==> src/rtl/noc_pkg.sv <==
// Shared mesh-router definitions: port indices, port-index type, flit encoding,
// allocator output state and a wrapping pointer increment.
package noc_pkg;

   localparam int NUM_PORTS = 5;

   localparam int PORT_N  = 0;
   localparam int PORT_E  = 1;
   localparam int PORT_S  = 2;
   localparam int PORT_W  = 3;
   localparam int PORT_PE = 4;

   typedef logic [2:0] port_idx_t;

   typedef enum logic [1:0] {
      FLIT_BODY   = 2'b00,
      FLIT_HEAD   = 2'b01,
      FLIT_TAIL   = 2'b10,
      FLIT_SINGLE = 2'b11
   } flit_type_e;

   typedef enum logic {
      OUT_IDLE   = 1'b0,
      OUT_LOCKED = 1'b1
   } out_state_e;

   function automatic port_idx_t wrap_inc(port_idx_t p, int n);
      if (int'(p) >= n - 1) return '0;
      return p + 3'd1;
   endfunction

endpackage

==> src/rtl/switch_allocator_if.sv <==
// Request/grant bundle between the input buffers, the allocator and the crossbar.
// slave is the allocator side; master drives requests and credits.
interface switch_allocator_if #(
   parameter int NP = noc_pkg::NUM_PORTS
) ();

   logic [NP-1:0]   req_valid;
   logic [NP-1:0]   req_head;
   logic [NP-1:0]   req_tail;
   logic [3*NP-1:0] req_port;
   logic [NP-1:0]   credit_in;
   logic [NP-1:0]   grant;
   logic [3*NP-1:0] xbar_sel;
   logic [NP-1:0]   xbar_valid;

   modport slave (
      input  req_valid, req_head, req_tail, req_port, credit_in,
      output grant, xbar_sel, xbar_valid
   );

   modport master (
      output req_valid, req_head, req_tail, req_port, credit_in,
      input  grant, xbar_sel, xbar_valid
   );

endinterface

==> src/rtl/rr_arbiter.sv <==
// Round-robin arbiter: first requester at or after ptr_i, wrapping at N.
// Purely combinational; the caller owns and advances the pointer.
module rr_arbiter
   import noc_pkg::*;
#(
   parameter int N = NUM_PORTS
) (
   input  logic [N-1:0] req_i,
   input  port_idx_t    ptr_i,
   output logic [N-1:0] gnt_o,
   output port_idx_t    idx_o,
   output logic         vld_o
);

   logic [2*N-1:0] dbl;
   logic [N-1:0]   rot;
   int             sel;

   always_comb begin
      gnt_o = '0;
      idx_o = '0;
      vld_o = 1'b0;
      sel   = 0;
      // Rotate so bit 0 is the pointer position; the lowest set bit then wins.
      dbl   = {req_i, req_i} >> ptr_i;
      rot   = dbl[N-1:0];
      for (int k = 0; k < N; k++) begin
         if (!vld_o && rot[k]) begin
            vld_o = 1'b1;
            sel   = int'(ptr_i) + k;
            if (sel >= N) sel = sel - N;
            idx_o = port_idx_t'(sel);
         end
      end
      if (vld_o) gnt_o = {{(N-1){1'b0}}, 1'b1} << idx_o;
   end

endmodule

==> src/rtl/switch_allocator.sv <==
// Wormhole switch allocator: per-output lock from head to tail, round-robin among
// competing heads, downstream credit tracking. Grants are combinational.
module switch_allocator #(
   parameter int NUM_PORTS = noc_pkg::NUM_PORTS,
   parameter int BUF_DEPTH = 4,
   parameter int CNT_W     = $clog2(BUF_DEPTH + 1)
) (
   input  logic              clk,
   input  logic              rst,
   switch_allocator_if.slave sa_if
);

   import noc_pkg::*;

   out_state_e       state_q  [NUM_PORTS];
   out_state_e       state_d  [NUM_PORTS];
   port_idx_t        owner_q  [NUM_PORTS];
   port_idx_t        owner_d  [NUM_PORTS];
   port_idx_t        rr_ptr_q [NUM_PORTS];
   port_idx_t        rr_ptr_d [NUM_PORTS];
   logic [CNT_W-1:0] cnt_q    [NUM_PORTS];
   logic [CNT_W-1:0] cnt_d    [NUM_PORTS];

   logic [NUM_PORTS-1:0] tgt     [NUM_PORTS];
   logic [NUM_PORTS-1:0] arb_req [NUM_PORTS];
   logic [NUM_PORTS-1:0] arb_gnt [NUM_PORTS];
   port_idx_t            arb_idx [NUM_PORTS];
   logic                 arb_vld [NUM_PORTS];
   logic [NUM_PORTS-1:0] gnt_oh  [NUM_PORTS];
   port_idx_t            out_sel [NUM_PORTS];
   logic [NUM_PORTS-1:0] out_vld;
   logic [NUM_PORTS-1:0] out_tail;
   logic [NUM_PORTS-1:0] has_credit;
   logic [NUM_PORTS-1:0] gnt_in;
   logic [3*NUM_PORTS-1:0] sel_flat;

   // Out-of-range req_port values never match an output index, so they drop out here.
   always_comb begin
      for (int o = 0; o < NUM_PORTS; o++) begin
         tgt[o]        = '0;
         has_credit[o] = (cnt_q[o] != '0);
         for (int i = 0; i < NUM_PORTS; i++) begin
            tgt[o][i] = sa_if.req_valid[i] && (sa_if.req_port[3*i +: 3] == port_idx_t'(o));
         end
         arb_req[o] = (state_q[o] == OUT_IDLE && has_credit[o]) ? (tgt[o] & sa_if.req_head) : '0;
      end
   end

   for (genvar o = 0; o < NUM_PORTS; o++) begin : g_arb
      rr_arbiter #(.N(NUM_PORTS)) u_arb (
         .req_i (arb_req[o]),
         .ptr_i (rr_ptr_q[o]),
         .gnt_o (arb_gnt[o]),
         .idx_o (arb_idx[o]),
         .vld_o (arb_vld[o])
      );
   end

   always_comb begin
      gnt_in   = '0;
      out_vld  = '0;
      out_tail = '0;
      sel_flat = '0;
      for (int o = 0; o < NUM_PORTS; o++) begin
         gnt_oh[o]  = '0;
         out_sel[o] = '0;
         if (state_q[o] == OUT_LOCKED) begin
            if (has_credit[o] && tgt[o][owner_q[o]]) begin
               out_vld[o]             = 1'b1;
               out_sel[o]             = owner_q[o];
               gnt_oh[o][owner_q[o]]  = 1'b1;
            end
         end else if (arb_vld[o]) begin
            out_vld[o] = 1'b1;
            out_sel[o] = arb_idx[o];
            gnt_oh[o]  = arb_gnt[o];
         end
         out_tail[o] = out_vld[o] && sa_if.req_tail[out_sel[o]];
         gnt_in      = gnt_in | gnt_oh[o];
         sel_flat[3*o +: 3] = out_sel[o];
      end
      if (rst) begin
         gnt_in   = '0;
         out_vld  = '0;
         out_tail = '0;
         sel_flat = '0;
      end
   end

   assign sa_if.grant      = gnt_in;
   assign sa_if.xbar_valid = out_vld;
   assign sa_if.xbar_sel   = sel_flat;

   always_comb begin
      for (int o = 0; o < NUM_PORTS; o++) begin
         state_d[o]  = state_q[o];
         owner_d[o]  = owner_q[o];
         rr_ptr_d[o] = rr_ptr_q[o];
         cnt_d[o]    = cnt_q[o];
         if (out_vld[o]) begin
            if (state_q[o] == OUT_IDLE) begin
               rr_ptr_d[o] = wrap_inc(arb_idx[o], NUM_PORTS);
               if (!out_tail[o]) begin
                  state_d[o] = OUT_LOCKED;
                  owner_d[o] = arb_idx[o];
               end
            end else if (out_tail[o]) begin
               state_d[o] = OUT_IDLE;
            end
         end
         // Grant and credit together cancel; a credit at full count is absorbed.
         if (out_vld[o] && !sa_if.credit_in[o]) begin
            cnt_d[o] = cnt_q[o] - CNT_W'(1);
         end else if (!out_vld[o] && sa_if.credit_in[o] && cnt_q[o] != CNT_W'(BUF_DEPTH)) begin
            cnt_d[o] = cnt_q[o] + CNT_W'(1);
         end
      end
   end

   always_ff @(posedge clk or posedge rst) begin
      if (rst) begin
         for (int o = 0; o < NUM_PORTS; o++) begin
            state_q[o]  <= OUT_IDLE;
            owner_q[o]  <= '0;
            rr_ptr_q[o] <= '0;
            cnt_q[o]    <= CNT_W'(BUF_DEPTH);
         end
      end else begin
         for (int o = 0; o < NUM_PORTS; o++) begin
            state_q[o]  <= state_d[o];
            owner_q[o]  <= owner_d[o];
            rr_ptr_q[o] <= rr_ptr_d[o];
            cnt_q[o]    <= cnt_d[o];
         end
      end
   end

endmodule

==> src/flat_wrapper.sv <==
// flat-port wrapper written by rule: the top's interface ports become plain ports
module switch_allocator_flat import noc_pkg::*;
#(
   parameter int NUM_PORTS = noc_pkg::NUM_PORTS,
   parameter int BUF_DEPTH = 4,
   parameter int CNT_W     = $clog2(BUF_DEPTH + 1)
)
  (clk, rst, sa_if_req_valid, sa_if_req_head, sa_if_req_tail, sa_if_req_port, sa_if_credit_in, sa_if_grant, sa_if_xbar_sel, sa_if_xbar_valid);
  switch_allocator_if #(.NP(5)) sa_if_i ();
  input  logic clk;
  input  logic rst;
  input wire logic [$bits(sa_if_i.req_valid)-1:0] sa_if_req_valid;
  input wire logic [$bits(sa_if_i.req_head)-1:0] sa_if_req_head;
  input wire logic [$bits(sa_if_i.req_tail)-1:0] sa_if_req_tail;
  input wire logic [$bits(sa_if_i.req_port)-1:0] sa_if_req_port;
  input wire logic [$bits(sa_if_i.credit_in)-1:0] sa_if_credit_in;
  output wire logic [$bits(sa_if_i.grant)-1:0] sa_if_grant;
  output wire logic [$bits(sa_if_i.xbar_sel)-1:0] sa_if_xbar_sel;
  output wire logic [$bits(sa_if_i.xbar_valid)-1:0] sa_if_xbar_valid;
  assign sa_if_i.req_valid = sa_if_req_valid;
  assign sa_if_i.req_head = sa_if_req_head;
  assign sa_if_i.req_tail = sa_if_req_tail;
  assign sa_if_i.req_port = sa_if_req_port;
  assign sa_if_i.credit_in = sa_if_credit_in;
  assign sa_if_grant = sa_if_i.grant;
  assign sa_if_xbar_sel = sa_if_i.xbar_sel;
  assign sa_if_xbar_valid = sa_if_i.xbar_valid;
  switch_allocator #(.NUM_PORTS(NUM_PORTS), .BUF_DEPTH(BUF_DEPTH), .CNT_W(CNT_W)) u_core (.clk(clk), .rst(rst), .sa_if(sa_if_i));
endmodule
==> config.mk <==
export PLATFORM = sky130hd
export DESIGN_NAME = switch_allocator_flat
export DESIGN_NICKNAME = d
export VERILOG_FILES = /design/src/rtl/noc_pkg.sv /design/src/rtl/switch_allocator_if.sv /design/src/rtl/rr_arbiter.sv /design/src/rtl/switch_allocator.sv /design/src/flat_wrapper.sv
export SDC_FILE = /design/constraint.sdc
export NUM_CORES = 1
export LEC_CHECK = 0
export CAP_MARGIN = 10
export CORE_MARGIN = 3
export CORE_UTILIZATION = 45
export DETAILED_ROUTE_END_ITERATION = 7
export DONT_BUFFER_PORTS = 1
export HOLD_SLACK_MARGIN = 0.06
export SLEW_MARGIN = 5
export SYNTH_ARGS = -nofsm -noshare
export SYNTH_HDL_FRONTEND = slang
export SYNTH_HIERARCHICAL = 1
export SYNTH_SLANG_ARGS = --single-unit
==> constraint.sdc <==
create_clock -name clk -period 13 [get_ports clk]
set_clock_uncertainty 0.15 [all_clocks]
set_input_delay 2.6 -clock clk [delete_from_list [all_inputs] [get_ports clk]]
set_output_delay 2.6 -clock clk [all_outputs]
set_load 0.005 [all_outputs]
Word-level counts from Yosys, hierarchy flattened
Cells that the tools add are included.

word-level totals
  register bits after elaboration = 50
  bits in latches = 0
  RAM bits = 0
  bits in read-only memories = 0
  bits of input ports = 37
  output and inout bits = 25
  logic and storage cells = 513
  memories kept = 0

cells by class
  add/subtract/negate cells = 60
  multipliers = 0
  div/mod/pow operators = 0
  $lt $le $gt $ge = 45
  equal/unequal tests = 25
  shift-type cells = 10
  muxes and demuxes = 199
  bitwise gates (word level) = 19
  reduce and logical (&&, ||, !) cells = 135

operators by type and width
  cell                                                  count
  2-to-1 mux 3 bit                                      85
  2-to-1 mux 5 bit                                      23
  >= comparator 4 x 3 -> 1 bit (second input constant)  20
  logical AND 1 bit                                     80
  2-to-1 mux 1 bit                                      75
  subtractor 3 bit (second input constant)              25
  >> shifter 10 x 3 -> 5 bit                            5
  adder 3 x 2 -> 4 bit (second input constant)          10
  < comparator 3 x 4 -> 1 bit (second input constant)   10
  adder 3 x 1 -> 3 bit (second input constant)          10
  binary-select mux 1 bit (select 3 bit)                10
  equality test 3 x 2 -> 1 bit (second input constant)  10
  >= comparator 3 bit (second input constant)           10
  logical NOT 1 bit                                     30
  bitwise AND 5 bit                                     5
  << shifter 1 x 3 -> 5 bit (first input constant)      5
  adder 3 x 1 -> 4 bit (second input constant)          5
  adder 3 x 3 -> 4 bit (second input constant)          5
  OR 5 bit                                              4
  demux 1 bit (select 3 bit)                            5
  equality test 3 x 1 -> 1 bit (second input constant)  5
  equality test 3 bit (second input constant)           5
  >= comparator 3 x 1 -> 1 bit (second input constant)  5
  logical NOT 3 bit                                     5
  other kinds (8)                                       41

Logic depth before layout (Yosys ltp)
  depth in word-level cells = 26
  mapped depth = 19
  mapped depth without buffers = 17

Modules after synthesis
Netlist, hierarchy kept.

modules (own cells, without submodules)
  module            times used  cells each  area each (µm²)  sequential area each (µm²)
  rr_arbiter        5           152         1137.3           0.0
  switch_allocator  1           552         4690.7           1257.5

Worst setup path before layout
Ideal clock, no wire load.

  kind = input to output
  start = input sa_if_req_valid[1]
  end = output sa_if_grant[2]
  data arrival time = 5.904 ns
  required time = 10.250 ns
  path slack = 4.346 ns
  stages on the path = 15
  buffers on the path = 0
  cells stage by stage = nor2b_1 -> nand2_1 -> nor4_1 -> mux2i_1 -> o211ai_1 -> o21ai_0 -> o311a_1 -> o22ai_4 -> o21ba_1 -> and2_1 -> a222oi_1 -> o2111ai_1 -> a31oi_1 -> o221a_2 -> nor2_1

RTL lines
  element          line                source
  start, declared  flat_wrapper.sv:12  input wire logic [$bits(sa_if_i.req_valid)-1:0] sa_if_req_valid;
  end, declared    flat_wrapper.sv:17  output wire logic [$bits(sa_if_i.grant)-1:0] sa_if_grant;

==> out/qor.txt <==
Pwr per Cell Area -> 202 mW/mm2
Endpoints failing hold -> 0
Slew HR -> 0.246
Htree depth -> 2
Wl on met1 -> 14.6 mm
Kind of cell adding the most delay to the critical path -> compound AO/OA/AOI/OAI gates
Drt first pass iters -> 5
Commonest non-fill, non-tap cell in the layout -> o21ai_0
Site Rows -> 54
Io pins -> 62
Final setup viols -> 0
CTS Sinks -> 50
Final worst slack -> 3.60 ns
CP max stage delay -> 0.86 ns
Post-synth ARST share -> 1.00
Vias/cell -> 6.70
Highest Signal Layer -> met4
Ys Warns -> 6
Die ar. -> 0.0249 mm2
Hold Path Class -> flip-flop to flip-flop
Period utilization -> 0.723
Register area -> 0.00126 mm2
Residual DRC count -> 0
Period minus WS final -> 9.40 ns
Worst Path Buf+Inv -> 0
Post-CTS Hold Fix Bufs -> 0
Critical Path Source Type -> input port
Antenna-violating nets left -> 0
Setup TNS -> 0 ns
Final WL -> 32.5 mm
Synthesized flop and latch total -> 50
Area of the multi-input gates -> 0.00842 mm2
Hpwl dp -> 25.0 mm
Nets -> 1371
IO buf count -> 0
Commonest non-fill, non-tap cells in the layout -> o21ai_0, nor2_1, inv_1, nand2_1, a21oi_1
Ratio of cells with drive above 1 in the final layout -> 0.118
Number of global-route vias before repair -> 9374
Post-layout util -> 0.484
Cell Chain, Critical Path -> or2_2 -> nor3_1 -> mux2i_1 -> o211ai_1 -> o21ai_0 -> o311a_1 -> o22ai_4 -> o21ba_1 -> nor2b_1 -> a222oi_1 -> o211ai_1 -> a311oi_1 -> a21oi_1
Count of cell types in the netlist -> 90
1st-iter DRT viols -> 976
Post-synth top area cell -> dfrtp_1
Die height -> 158 um
Chip Width -> 158 um
Met2 wire len -> 14.8 mm
Worst-path clk slew -> 0.07 ns
Sequential area share after synthesis -> 0.121
CP required -> 10.25 ns
Place WS -> 3.74 ns
Dominant cells by area after synthesis -> dfrtp_1, ha_1, mux4_2, mux2i_1, o21ai_0
Core Region -> 0.0222 mm2
Worst-path fanout max -> 10
RSZ-0062 raised after global routing -> false
TritonCTS clock tree -> built
Max-slew violation count -> 0
Final Non-Filler Cells -> 1555
Slowest CP cell -> nor3_1
First-pass GRT wire length -> 51.6 mm
CTS buffer count -> 5
Initial antenna violation count -> 0
DR WL/cell -> 20.9 um
Status -> completed
Number of post-CTS setup repair buffers -> 0
Root Driver -> clkbuf_16
Syn Nets -> 1409
Worst Path Arrival -> 6.65 ns
Fillers -> 2099
Critical path capture point type -> output port
Largest net degree at the start of global routing -> 37
WL met3 -> 2.23 mm
Most Frequent Cell on Critical Path -> o211ai_1
Yosys top cell area share -> 0.109
Clock Latency Late Sink -> 0.31 ns
Total track usage -> 0.255
Gr ovfl total -> 0
Main flop type after synthesis -> dfrtp_1
Worst slew pin tran -> 1.12 ns
Synthesis-to-layout area growth -> 3.74%
Number of synthesized flops with an enable pin -> 0
Final Total Pwr -> 2170 uW
Synth Area per Inst -> 7.91 um2
Total number of vias -> 10400
Max IR drop VDD -> 0.139 mV
Leak -> 0.00413 uW
Fmax -> 106 MHz
Max-Cap Viols -> 0
Deepest clock path buffer count -> 2
Starting Density -> 0.467
Syn Inst Count -> 1312
Post-placement cell count -> 1547
Syn Std Cell Area -> 0.0104 mm2
Crit Path Class -> input port to output port
Placer congestion estimate -> 0.961
Resized Gates After CTS -> 0
Antenna diodes -> 0
[report_power, final]
part           switching, uW  total (uW)  internal [uW]
Clock                   65.6         156           90.4
Sequential               129         357            229
Combinational           1020        1660            639
[Yosys cell counts (9+ instances only)]
| library cell | number |
|---|---|
| o21ai_0 | 91 |
| nor2_1 | 85 |
| inv_1 | 84 |
| nand2_1 | 82 |
| a21oi_1 | 73 |
| mux2i_1 | 55 |
| ha_1 | 50 |
| dfrtp_1 | 45 |
| nand3_1 | 44 |
| nor3_1 | 44 |
| nand2b_1 | 40 |
| buf_2 | 34 |
| clkbuf_1 | 30 |
| mux2_2 | 28 |
| mux4_2 | 27 |
| o211ai_1 | 26 |
| nor2b_1 | 24 |
| o31ai_1 | 23 |
| nand3b_1 | 19 |
| a41oi_1 | 18 |
| nor4_1 | 18 |
| and2_1 | 17 |
| a211oi_1 | 16 |
| a21o_1 | 15 |
| a22oi_1 | 14 |
| or3_1 | 13 |
| a311oi_1 | 12 |
| nor3b_1 | 12 |
| a211o_1 | 11 |
| nor4bb_1 | 11 |
| xnor2_1 | 11 |
| a221oi_1 | 10 |
| a31oi_1 | 10 |
| clkinv_1 | 10 |
| fa_1 | 10 |
| mux2_1 | 10 |
| o2bb2ai_1 | 10 |
| a21boi_0 | 9 |
| nand4b_1 | 9 |
[per-layer routing]
layer | vias up | track usage
met4 | 0 | 0.0715
met1 | 5013 | 0.358
met5 | - | 0
met3 | 62 | 0.0478
met2 | 387 | 0.403
li1 | 4954 | -
[cell type report]
type	count	area share
clock inverter	3	0.00372
clock buffer	5	0.0116
timing repair buffer	29	0.0202
multi-input combinational	1093	0.782
tap	280	0.0325
sequential	50	0.117
inverter	95	0.0331
[cells by family (layout without fill, tap and decap cells)]
| logic type | Yosys count | in the layout | synth area share |
|---|---|---|---|
| buf+inv | 169 | 132 | 0.0688 |
| mux | 130 | 130 | 0.167 |
| xor+xnor | 14 | 14 | 0.0118 |
| fa+ha+maj | 60 | 60 | 0.0796 |
| flops | 50 | 50 | 0.121 |
| compound gates | 433 | 433 | 0.308 |
| simple gates | 456 | 456 | 0.244 |
[registers in the layout, summed over array words and instances (netlist names)]
name and flops:
u_core/cnt_q 15, u_core/owner_q 15, u_core/rr_ptr_q 15, u_core/state_q 5
[metrics by stage]
stage | cell area [um2] | hold WS, ns
2_1_floorplan | 10400 | 0.337
3_3_place_gp | 10600 | 0.369
3_5_place_dp | 10600 | 0.370
4_1_cts | 10800 | 0.379
5_1_grt | 10800 | 0.404
6_report | 10800 | 0.378
[worst register-to-register path, stage by stage (launching register included)]
cell and delay, ns:
dfstp_2 0.53, inv_1 0.07, a31o_2 0.33, nor3_1 0.91
mux2i_1 0.32, o211ai_1 0.29, o21ai_0 0.23, and3_1 0.31
a211oi_1 0.26, a32oi_2 0.28, a22oi_1 0.52, mux2i_1 0.15
mux2_2 0.30, o211ai_1 0.31, mux2_1 0.37
[path summary, 6_finish.rpt]
| path | start | endpoint | slack, ns | cells after the start |
|---|---|---|---|---|
| max in group asynchronous | rst | u_core/cnt_q[2]$_DFFE_PP1P_ | 9.69 | 2 |
| worst min-delay path | u_core/cnt_q[12]$_DFFE_PP0P_ | u_core/cnt_q[12]$_DFFE_PP0P_ | 0.38 | 1 |
| worst max-delay path | sa_if_req_port[12] | sa_if_grant[0] | 3.60 | 13 |
| worst min register to register | u_core/cnt_q[12]$_DFFE_PP0P_ | u_core/cnt_q[12]$_DFFE_PP0P_ | 0.38 | 1 |
| worst max register to register | u_core/cnt_q[5]$_DFFE_PP1P_ | u_core/owner_q[3]$_DFFE_PP0P_ | 7.55 | 14 |
| min in group asynchronous | rst | u_core/cnt_q[13]$_DFFE_PP0P_ | 2.07 | 1 |
Note: power is estimated with default switching activity, not from simulation.
